**config.mk**
```make
export PLATFORM = sky130hd
export DESIGN_NAME = entrada_digito
export DESIGN_NICKNAME = d
export VERILOG_FILES = /design/src/rtl/entrada_digito.sv
export SDC_FILE = /design/constraint.sdc
export NUM_CORES = 1
export LEC_CHECK = 0
export ABC_AREA = 1
export BUFFER_PORTS_ARGS = -buffer_cell sky130_fd_sc_hd__buf_2
export CAP_MARGIN = 10
export CORE_MARGIN = 2
export CORE_UTILIZATION = 46
export CTS_CLUSTER_DIAMETER = 40
export CTS_CLUSTER_SIZE = 20
export DETAILED_ROUTE_END_ITERATION = 8
export PLACE_DENSITY = 0.68
export REMOVE_ABC_BUFFERS = 1
export SETUP_SLACK_MARGIN = 0.15
export SYNTH_ARGS = -nofsm -noshare
export SYNTH_HDL_FRONTEND = slang
export SYNTH_SLANG_ARGS = --single-unit
export TNS_END_PERCENT = 50
```
**constraint.sdc**
```tcl
create_clock -name clk -period 1.5 [get_ports clk]
set_input_delay 0.075 -clock clk [delete_from_list [all_inputs] [get_ports clk]]
set_output_delay 0.075 -clock clk [all_outputs]
set_load 0.005 [all_outputs]
```
**src/rtl/entrada_digito.sv**
```systemverilog
// Debounced digit entry: synchronizes a bouncing "insert" button and 4-bit switches, emits one strobe per press.
// Optional macro ENTRADA_DIGITO_BCD_CHECK_EN rejects captures above 9 with erro instead of valido.
module entrada_digito #(
  parameter int DEBOUNCE_CYCLES = 16
) (
  input  logic       clk,
  input  logic       reset,
  input  logic       insere_raw,
  input  logic [3:0] numero_raw,
  output logic [3:0] digito,
  output logic       valido,
  output logic       erro,
  output logic       ocupado,
  output logic [1:0] estado
);

  // Handshake: valido/erro are single-cycle strobes with no ready; the consumer
  // samples digito while valido=1, and digito holds until the next accepted capture.

  typedef enum logic [1:0] {
    SOLTO        = 2'd0,
    FILTRA_PRESS = 2'd1,
    PRESSIONADO  = 2'd2,
    FILTRA_SOLTA = 2'd3
  } estado_t;

  localparam int CW = $clog2(DEBOUNCE_CYCLES);
  localparam logic [CW-1:0] CNT_MAX = CW'(DEBOUNCE_CYCLES - 1);

  logic       ins_m, ins_s;
  logic [3:0] num_m, num_s;

  estado_t       state_q, state_d;
  logic [CW-1:0] cnt_q, cnt_d;
  logic [3:0]    digito_d;
  logic          valido_d, erro_d;

  always_ff @(posedge clk) begin
    if (reset) begin
      ins_m <= 1'b0;
      ins_s <= 1'b0;
      num_m <= 4'h0;
      num_s <= 4'h0;
    end else begin
      ins_m <= insere_raw;
      ins_s <= ins_m;
      num_m <= numero_raw;
      num_s <= num_m;
    end
  end

  always_ff @(posedge clk) begin
    if (reset) begin
      state_q <= SOLTO;
      cnt_q   <= '0;
      digito  <= 4'h0;
      valido  <= 1'b0;
      erro    <= 1'b0;
    end else begin
      state_q <= state_d;
      cnt_q   <= cnt_d;
      digito  <= digito_d;
      valido  <= valido_d;
      erro    <= erro_d;
    end
  end

  always_comb begin
    state_d  = state_q;
    cnt_d    = cnt_q;
    digito_d = digito;
    valido_d = 1'b0;
    erro_d   = 1'b0;
    case (state_q)
      SOLTO: begin
        if (ins_s) state_d = FILTRA_PRESS;
      end
      FILTRA_PRESS: begin
        if (!ins_s) begin
          state_d = SOLTO;
        end else if (cnt_q == CNT_MAX) begin
          state_d = PRESSIONADO;
`ifdef ENTRADA_DIGITO_BCD_CHECK_EN
          if (num_s > 4'd9) begin
            erro_d = 1'b1;
          end else begin
            digito_d = num_s;
            valido_d = 1'b1;
          end
`else
          digito_d = num_s;
          valido_d = 1'b1;
`endif
        end else begin
          cnt_d = cnt_q + 1'b1;
        end
      end
      PRESSIONADO: begin
        if (!ins_s) state_d = FILTRA_SOLTA;
      end
      FILTRA_SOLTA: begin
        if (ins_s) begin
          state_d = PRESSIONADO;
        end else if (cnt_q == CNT_MAX) begin
          state_d = SOLTO;
        end else begin
          cnt_d = cnt_q + 1'b1;
        end
      end
      default: state_d = SOLTO;
    endcase
    // every transition restarts the stability window
    if (state_d != state_q) cnt_d = '0;
  end

  assign ocupado = (state_q != SOLTO);
  assign estado  = state_q;

endmodule

```
---- After elaboration in Yosys (flattened, before gate mapping) ----
Index checks and enable logic that the tools add are counted.
operators by class
  add/sub/neg operators ................... 1
  equal/unequal tests ..................... 7
  muxes and demuxes ....................... 12
  bitwise operators ....................... 2
  reduce and logical (&&, ||, !) cells .... 7
operators by type and width
  operator                                                         count
  2-bit two-way mux                                                6
  4-bit two-way mux                                                3
  2-bit one-hot mux with 4 select lines                            1
  4-bit one-hot mux with 2 select lines                            1
  3-bit AND reduction                                              2
  4-bit by 1-bit adder with 4-bit output, second input constant    1
  2-bit == test, second input constant                             2
  4-bit == test, second input constant                             1
  2-bit inequality test, second input constant                     2
  2-bit nonzero test                                               2
  3-bit OR reduction                                               1
  2-bit by 1-bit == test with 1-bit output, second input constant  1
  2-bit logical NOT                                                1
  2-bit inequality test                                            1
  1-bit inverter                                                   2
  2-bit OR reduction                                               1
  1-bit two-way mux                                                1
word-level totals
  bits in registers ....................... 21
  input bits .............................. 7
  output and inout bits ................... 9
  word-level logic and storage cells ...... 37

---- Logic depth before layout (Yosys ltp) ----
Gate-level depths: netlist of run 1.
  word-level depth ........................ 6
  depth in mapped cells ................... 7
  mapped depth without buffers ............ 7

---- Worst setup path after synthesis of run 1 ----
Ideal clock, no wire load.
  path type ............................... reg2reg
  start point ............................. register cnt_q[0]
  end point ............................... register digito[0]
  library setup time ...................... 0.113 ns
  arrival time ............................ 1.079 ns
  data required time ...................... 1.387 ns
  slack ................................... 0.308 ns
  stages on the path, launching flop included .. 7
  path buffers ............................ 0
  clock period less this slack ............ 1.192 ns
  cells stage by stage .................... dfxtp_1 ha_1 nand3_4 nor3_4 nand2_1 nand2_1 nor2_1
on the way
  longest elaborated chain between the ends .. 2
RTL lines
  what                                  line  RTL
  start, declared                       34    logic [CW-1:0] cnt_q, cnt_d;
  start signal, assigned                61    cnt_q <= cnt_d;
  4-bit == test                         81    end else if (cnt_q == CNT_MAX) begin
  3-bit AND reduction (no source line)  -
  end signal, assigned                  62    digito <= digito_d;
  end, declared                         10    output logic [3:0] digito,
No other way between the ends.
A chain may end at the register's enable or synchronous reset.

---- Final worst setup path of run 1 ----
Same ends and word-level chain as after synthesis.

==> flow_summary.ini, run 1 <==
[status]
status = completed

[synthesis]
synthesis.instances = 111
synthArstFlopShare_pct = 0
yosys-top-cells-area = dfxtp_1 (51%), nand2_1 (12%), inv_1 (11%)
synth_top_area_share_pct = 51.2
ys_top_cells_by_count = nand2_1 (27), inv_1 (23), dfxtp_1 (21), nor2_1 (21)
synth_top_area_cell = dfxtp_1
yosysWarnings = 0
ys_seq_area_share_pct = 51.2
syn_avg_cell_area_um2 = 7.39
synth_edf_count = 0
ys_ff_latch = 21
synth_ff_type = dfxtp_1
synth.distinct_cells = 17
yosys.cell_count.top_type = nand2_1
syn_area_um2 = 821

[setup_path]
path_class = reg -> reg
crit_top_cell = nand2_1
arrival_ns = 1.43
crit_family = simple AND/OR/NAND/NOR gates
timing.rr.end = digito[0]
worst_path_max_delay_cell = dfxtp_4
cp_max_fo = 8
reg2reg_slack_ns = 0.27
r2r-start = cnt_q[0]
cp-start-kind = flip-flop
critical_path.cell_chain = ha_4 -> nand3_4 -> nor3_4 -> nand2_1 -> nand2_1 -> nor2_1
end_kind = flip-flop
ff2ff_path_depth = 6
crit_required_ns = 1.70
max_stage_delay_ns = 0.39
cp.buffers_inverters = 0

[die]
initial_core_util_pct = 48.1
die_h_um = 46.2
ios = 16
die-area_mm2 = 0.00214
num_rows = 15
dieWidth_um = 46.2
core_area_mm2 = 0.00171

[timing]
hold_viol_final = 0
slew_violations = 0
layout_setup_ws_ns = 0.266
finalCriticalPeriod_ns = 1.23
period_share_pct = 82.3
fin_tns_setup_ns = 0
setup_viol = 0
grt_setup_unrepaired = no
max_freq_mhz = 810
skew_ns = 0.00466

[route]
drt_iter0_markers = 13
drc = 0
wl_met1_um = 525
vias = 678
top_layer = met4
drt_wl_total_um = 1210
wire_per_inst_um = 7.73
dr.pass1.iters = 4
route.met3.wl_um = 45
wl_met2_um = 631
vias_per_cell = 4.32
final_antenna_net_count = 0

[grt]
grt_max_degree = 15
first_global_vias = 536
track_usage_pct = 12.6
grt-ovfl-total = 0
grt_pass1_wl_um = 1930
antenna_found_initial = 0

[clock_tree]
htreeDepth = 1
clk_pin_slew_ns = 0.11
post_cts_buffers = 0
clockBufferDepth = 2
root_buffer = clkbuf_4
cts_tree = done
numCtsBuffers = 3
cts_sinks = 21
clk_latency_ns = 0.29

[pwr]
p_leak_nw = 0.480
p_per_area_mw_per_mm2 = 879
ir_drop_mv = 0.672

[final_layout]
syn_to_final_growth_pct = 22.4
n_antenna_cell = 0
drive_gt1_share_pct = 17.4
final_nets = 141

[flow_run]
max_cap_violations = 0

[place]
io_buffers = 14
dp.final_hpwl_um = 874
place_congestion = 0.789
place_worst_setup_slack_ns = 0.195

[worst_hold_path]
hold_start = reset
holdPathEnd = num_s[1]
hold_class = in -> reg
hold_depth = 2
-- area by class of cell --
type / count / area (um2)
tap: 25 / 31.3
clock buffer: 4 / 26.3
fill: 167 / 703
inverter: 23 / 86.3
timing repair buffer: 19 / 120
sequential: 21 / 425
multi-input combinational: 65 / 315
-- logic make-up after synthesis --
kind of cell / synth area share (%)
flops: 51.2
other cells: 0.457
simple gates: 30.6
compound gates: 3.20
fa+ha+maj: 1.52
buf+inv: 11.9
xor+xnor: 1.07
-- how the worst max path moves through the flow --
stage	start	end	slack, ns	cells past startpoint
finish	cnt_q[0]	digito[0]	0.27	6
global route	cnt_q[1]	digito[2]	0.15	6
CTS	cnt_q[0]	digito[1]	0.17	6
detailed placement	cnt_q[0]	digito[1]	0.20	6
global placement	cnt_q[0]	digito[0]	0.23	6
floorplan	cnt_q[0]	digito[0]	0.31	6
-- state kept, by name (all words and copies together) (netlist names) --
| signal | count |
|---|---|
| cnt_q | 4 |
| digito | 4 |
| ins_m | 1 |
| num_s | 4 |
| valido | 1 |
| ins_s | 1 |
| num_m | 4 |
| estado | 2 |
-- stage by stage --
| step | instances | total power [mW] | area [um2] | hold WS [ns] | util, % |
|---|---|---|---|---|---|
| global route | 157 | 0.925 | 1000 | 0.113 | 58.8 |
| global placement | 148 | 0.631 | 911 | 0.274 | 53.3 |
| finish | 157 | 0.883 | 1000 | 0.0954 | 58.8 |
| floorplan | 109 | 0.614 | 810 | 0.146 | - |
| CTS | 157 | 0.898 | 987 | 0.0932 | 57.8 |
| detailed placement | 148 | 0.632 | 911 | 0.285 | 53.3 |
-- placed cells by master (no fill, tap or decap), drive strengths merged, types with 2 or more instances in the layout --
| master | instances |
|---|---|
| nor3 | 2 |
| buf | 14 |
| nand2 | 27 |
| inv | 23 |
| nand3 | 5 |
| clkbuf | 4 |
| a21oi | 4 |
| dfxtp | 21 |
| dlygate4sd3 | 5 |
| nor2 | 22 |
-- layer usage --
metal,up-vias,track usage [%]
li1,364,-
met1,294,13.6
met2,18,21.9
met3,2,2.35
met4,0,8.57
met5,-,0
-- report_power, final --
part	internal, mW	switching, mW	total [mW]
logic	0.0252	0.0279	0.0531
registers	0.569	0.00445	0.573
clock network	0.103	0.153	0.256
total	0.697	0.185	0.883
-- what timing repair did --
item / in CTS / in global routing
hold buffers: 5 / 0
hold endpoints to repair: 5 / 0
gates resized for setup: 0 / 5
endpoints found under the setup margin: 0 / 9
Note: power is estimated with default switching activity, not from simulation.
==> run 2, diff against run 1 <==
--- a/config.mk
+++ b/config.mk
@@ -13,7 +13,7 @@
 export CTS_CLUSTER_DIAMETER = 40
 export CTS_CLUSTER_SIZE = 20
 export DETAILED_ROUTE_END_ITERATION = 8
-export PLACE_DENSITY = 0.68
+export PLACE_DENSITY = 0.71
 export REMOVE_ABC_BUFFERS = 1
 export SETUP_SLACK_MARGIN = 0.15
 export SYNTH_ARGS = -nofsm -noshare
==> constraint.sdc (replaced) <==
create_clock -name clk -period 1.1 [get_ports clk]
set_input_delay 0.055 -clock clk [delete_from_list [all_inputs] [get_ports clk]]
set_output_delay 0.055 -clock clk [all_outputs]
set_load 0.005 [all_outputs]
==> run 2 against run 1 <==
Against the previous run:
- hold slack worse by 0.040 ns
- clock power rose by 50%
- the flow now finishes with violations (negative setup slack)
- critical endpoint is now cnt_q[0]
- flip-flop and latch count unchanged
- first-iteration DRC count up 38%
- critical path depth unchanged
- die area is the same
==> flow_summary.ini, run 2 (same netlist as run 1, synthesis figures left out) <==
[setup_path]
worst_path_max_delay_cell = dfxtp_2
critical_path.cell_chain = ha_4 -> nand3_4 -> nor2_1 -> nor2_1 -> nand2_2 -> a21oi_2
arrival_ns = 1.44
crit_top_cell = nor2_1
max_stage_delay_ns = 0.35
path_class = reg -> reg
end_kind = flip-flop
crit_required_ns = 1.35
cp_max_fo = 4
cp-start-kind = flip-flop

[final_layout]
final_nets = 149
stdcell_count = 165
final_common_cell = nand2_1
layout_common_cells = nand2_1 (25), inv_1 (21), nor2_1 (21), dfxtp_1 (17), buf_2 (13)
postLayoutCellArea_mm2 = 0.00110
drive_gt1_share_pct = 30.0
n_antenna_cell = 0
syn_to_final_growth_pct = 34.0
post-route-util_pct = 64.4

[timing]
setup_viol = 9
grt_setup_unrepaired = yes
layout_setup_ws_ns = -0.0843
hold_slack_ns = 0.0556
hold_viol_final = 0
skew_ns = 0.00441
max_freq_mhz = 844
finalCriticalPeriod_ns = 1.18
slew_violations = 0
period_share_pct = 108

[grt]
grt-ovfl-total = 0
first_global_vias = 644
grt_max_degree = 15
grt_pass1_wl_um = 2370
antenna_found_initial = 0
track_usage_pct = 15.8

[route]
wire_per_inst_um = 9.12
final_antenna_net_count = 0
drt_iter0_markers = 18
drt_wl_total_um = 1500
dr.pass1.iters = 4
drc = 0
vias = 731
vias_per_cell = 4.43

[clock_tree]
post_cts_buffers = 0
cts_tree = done
clk_latency_ns = 0.31
htreeDepth = 1
clockBufferDepth = 2
cts_sinks = 21
numCtsBuffers = 3
clk_pin_slew_ns = 0.12
root_buffer = clkbuf_4

[status]
status = finished with violations
failed_checks = negative setup slack

[die]
core_area_mm2 = 0.00171
die_h_um = 46.2
ios = 16
num_rows = 15
dieWidth_um = 46.2
initial_core_util_pct = 48.1
die-area_mm2 = 0.00214

[place]
io_buffers = 14
numPlacedInstances = 156
place_area_um2 = 971
dp.final_hpwl_um = 1060
place_congestion = 0.837

[pwr]
p_per_area_mw_per_mm2 = 1140
p_leak_nw = 0.529
total_power_mw = 1.25
ir_drop_mv = 0.852

[flow_run]
max_cap_violations = 0

[worst_hold_path]
hold_class = in -> reg
==> run 2: changes by cell type in the layout (fill, tap and decap cells not counted), moves of 3 or more <==
cell | previous run | this run
a21oi_1 | 4 | 0
a21oi_2 | 0 | 4
buf_4 | 0 | 6
buf_6 | 0 | 3
dfxtp_2 | 1 | 4
==> run 2: final cells by class <==
cell class              count  area (um2)
fillers                   147         608
flip-flops and latches     21         425
multi-input cells          65         335
repair buffers             27         194
inverters                  23        86.3
well taps                  25        31.3
clock buffers               3        22.5
clock inverters             1        5.00
==> run 2: report_power, final <==
part           switching (mW)  internal [mW]  total [mW]
clock                   0.247          0.136       0.383
sequential            0.00587          0.778       0.784
combinational          0.0453         0.0365      0.0818
total                   0.298          0.951        1.25
==> run 2: metal layers <==
layer	share of wire, %	global-route usage [%]
met2	51	29.2
met3	3.5	2.35
met4	2.3	8.57
met1	43	16.9
met5	0	0
==> run 2: critical path: cells and delay by family, from the launching register on <==
| family | cells | cell delay, ns |
|---|---|---|
| and+or+nand+nor | 4 | 0.48 |
| DFF | 1 | 0.35 |
| AOI/OAI and AO/OA | 1 | 0.12 |
| adders and majority gates | 1 | 0.16 |
==> run 2: through the flow <==
step	setup WS, ns	setup TNS [ns]
after global placement	-0.0814	-0.602
after CTS	-0.119	-0.712
after detailed placement	-0.128	-0.971
after floorplan	-0.0917	-0.532
final	-0.0843	-0.544
after global routing	-0.173	-1.28
==> run 2: path summary, 6_finish.rpt <==
kind	from	end	slack [ns]	depth (start not counted)
max	cnt_q[1]	cnt_q[0]	-0.08	6
min	reset	num_m[1]	0.06	2
max reg2reg	cnt_q[1]	cnt_q[0]	-0.08	6
min reg2reg	num_m[0]	num_s[0]	0.41	2
==> run 2: timing repair <==
item / in CTS / in global routing
pin swaps: 6 / 3
gates resized for setup: 7 / 10
endpoints found under the hold margin: 5 / 0
hold buffers: 5 / 0
setup endpoints to repair: 13 / 14
==> run 3, diff against run 2 <==
--- a/config.mk
+++ b/config.mk
@@ -13,7 +13,8 @@
 export CTS_CLUSTER_DIAMETER = 40
 export CTS_CLUSTER_SIZE = 20
 export DETAILED_ROUTE_END_ITERATION = 8
-export PLACE_DENSITY = 0.71
+export PLACE_DENSITY = 0.68
+export RECOVER_POWER = 100
 export REMOVE_ABC_BUFFERS = 1
 export SETUP_SLACK_MARGIN = 0.15
 export SYNTH_ARGS = -nofsm -noshare
==> constraint.sdc (replaced) <==
create_clock -name clk -period 1.3 [get_ports clk]
set_input_delay 0.065 -clock clk [delete_from_list [all_inputs] [get_ports clk]]
set_output_delay 0.065 -clock clk [all_outputs]
set_load 0.005 [all_outputs]
==> run 3 against run 2 <==
Against the previous run:
- the flow now finishes without violations
- die area is the same
- register-to-register slack improved by 0.22 ns
- first-iteration DRC count decreased by 67%
- sequential power fell by 15%
- worst setup slack gained 0.22 ns
- combinational power fell by 23%
- critical endpoint unchanged
- largest cell class unchanged
==> flow_summary.ini, run 3 (same netlist as run 1, synthesis figures left out) <==
[clock_tree]
root_buffer = clkbuf_4
numCtsBuffers = 3
cts_sinks = 21
clockBufferDepth = 2
htreeDepth = 1
cts_tree = done
clk_pin_slew_ns = 0.11
clk_latency_ns = 0.31

[setup_path]
crit_required_ns = 1.54
cp-start-kind = flip-flop
arrival_ns = 1.40
cp_max_fo = 4
end_kind = flip-flop
path_class = reg -> reg
crit_path_start = cnt_q[0]
r2r-start = cnt_q[0]

[pwr]
total_power_mw = 1.04
p_per_area_mw_per_mm2 = 1010
p_leak_nw = 0.491
ir_drop_mv = 0.571

[final_layout]
final_common_cell = nand2_1
n_antenna_cell = 0
final.fill_count = 158
stdcell_count = 161
drive_gt1_share_pct = 19.1
syn_to_final_growth_pct = 25.8
postLayoutCellArea_mm2 = 0.00103
layout_common_cells = nand2_1 (26), inv_1 (23), nor2_1 (21), dfxtp_1 (19), buf_2 (11)
final_nets = 145
post-route-util_pct = 60.4

[timing]
max_freq_mhz = 861
grt_setup_unrepaired = yes
hold_viol_final = 0
slew_violations = 0
finalCriticalPeriod_ns = 1.16
setup_viol = 0
skew_ns = 0.00164
layout_setup_ws_ns = 0.138
period_share_pct = 89.4

[flow_run]
max_cap_violations = 0

[route]
drt_iter0_markers = 6
vias_per_cell = 4.24
wire_per_inst_um = 8.02
drt_wl_total_um = 1290
drc = 0
dr.pass1.iters = 4
final_antenna_net_count = 0
vias = 682

[die]
initial_core_util_pct = 48.1
num_rows = 15
die-area_mm2 = 0.00214
ios = 16
core_area_mm2 = 0.00171
dieWidth_um = 46.2
die_h_um = 46.2

[worst_hold_path]
hold_start = reset
hold_class = in -> reg

[place]
place_area_um2 = 926
place_worst_setup_slack_ns = -0.0169
io_buffers = 14
place_congestion = 0.790
dp.final_hpwl_um = 879
numPlacedInstances = 150

[grt]
grt_pass1_wl_um = 2190
grt-ovfl-total = 0
antenna_found_initial = 0
first_global_vias = 558
grt_max_degree = 15
track_usage_pct = 14.6

[status]
status = completed
-- run 3: cell count changes in the layout (fill, tap and decap cells not counted), sizes merged --
| cell | change |
|---|---|
| buf | -6 |
| clkbuf | +2 |
-- run 3: what timing repair did --
action,CTS,global route
endpoints found under the setup margin,11,10
gates resized for setup,5,1
hold buffers,5,0
endpoints found under the hold margin,5,0
setup buffers,2,0
pin swaps,4,2
-- run 3: cell type report --
class                   count  area [um2]  area share (%)
clock buffers               3        22.5            2.18
clock inverters             1        5.00           0.485
well taps                  25        31.3            3.03
repair buffers             23         146            14.2
flip-flops and latches     21         423            41.0
multi-input cells          65         318            30.8
inverters                  23        86.3            8.36
-- run 3: critical path: stages (launching register included) --
cell     delay, ns
dfxtp_2       0.35
ha_4          0.17
nand3_4       0.10
nor2_1        0.06
nor2_1        0.17
nand2_2       0.11
a21oi_1       0.13
-- run 3: power breakdown --
part | internal, mW | switching [mW]
registers | 0.658 | 0.00476
logic | 0.0296 | 0.0334
clock network | 0.115 | 0.199
-- run 3: through the flow --
stage / hold slack (ns) / setup TNS (ns)
finish: 0.0704 / 0
global route: 0.0890 / 0
CTS: 0.0666 / 0
detailed placement: 0.272 / -0.0528
global placement: 0.264 / 0
floorplan: 0.136 / 0
-- run 3: routing by layer --
| layer | wire, um | global-route usage [%] |
|---|---|---|
| met5 | 0 | 0 |
| met4 | 42 | 10.3 |
| met3 | 32 | 2.35 |
| met2 | 646 | 23.9 |
| met1 | 570 | 17.1 |
-- run 3: path summary, 6_finish.rpt --
| kind | to | slack, ns | cells after the start |
|---|---|---|---|
| worst min-delay path | ins_s | 0.07 | 2 |
| worst max register to register | cnt_q[0] | 0.14 | 6 |
| worst max-delay path | cnt_q[0] | 0.14 | 6 |
| worst min register to register | num_s[0] | 0.41 | 2 |
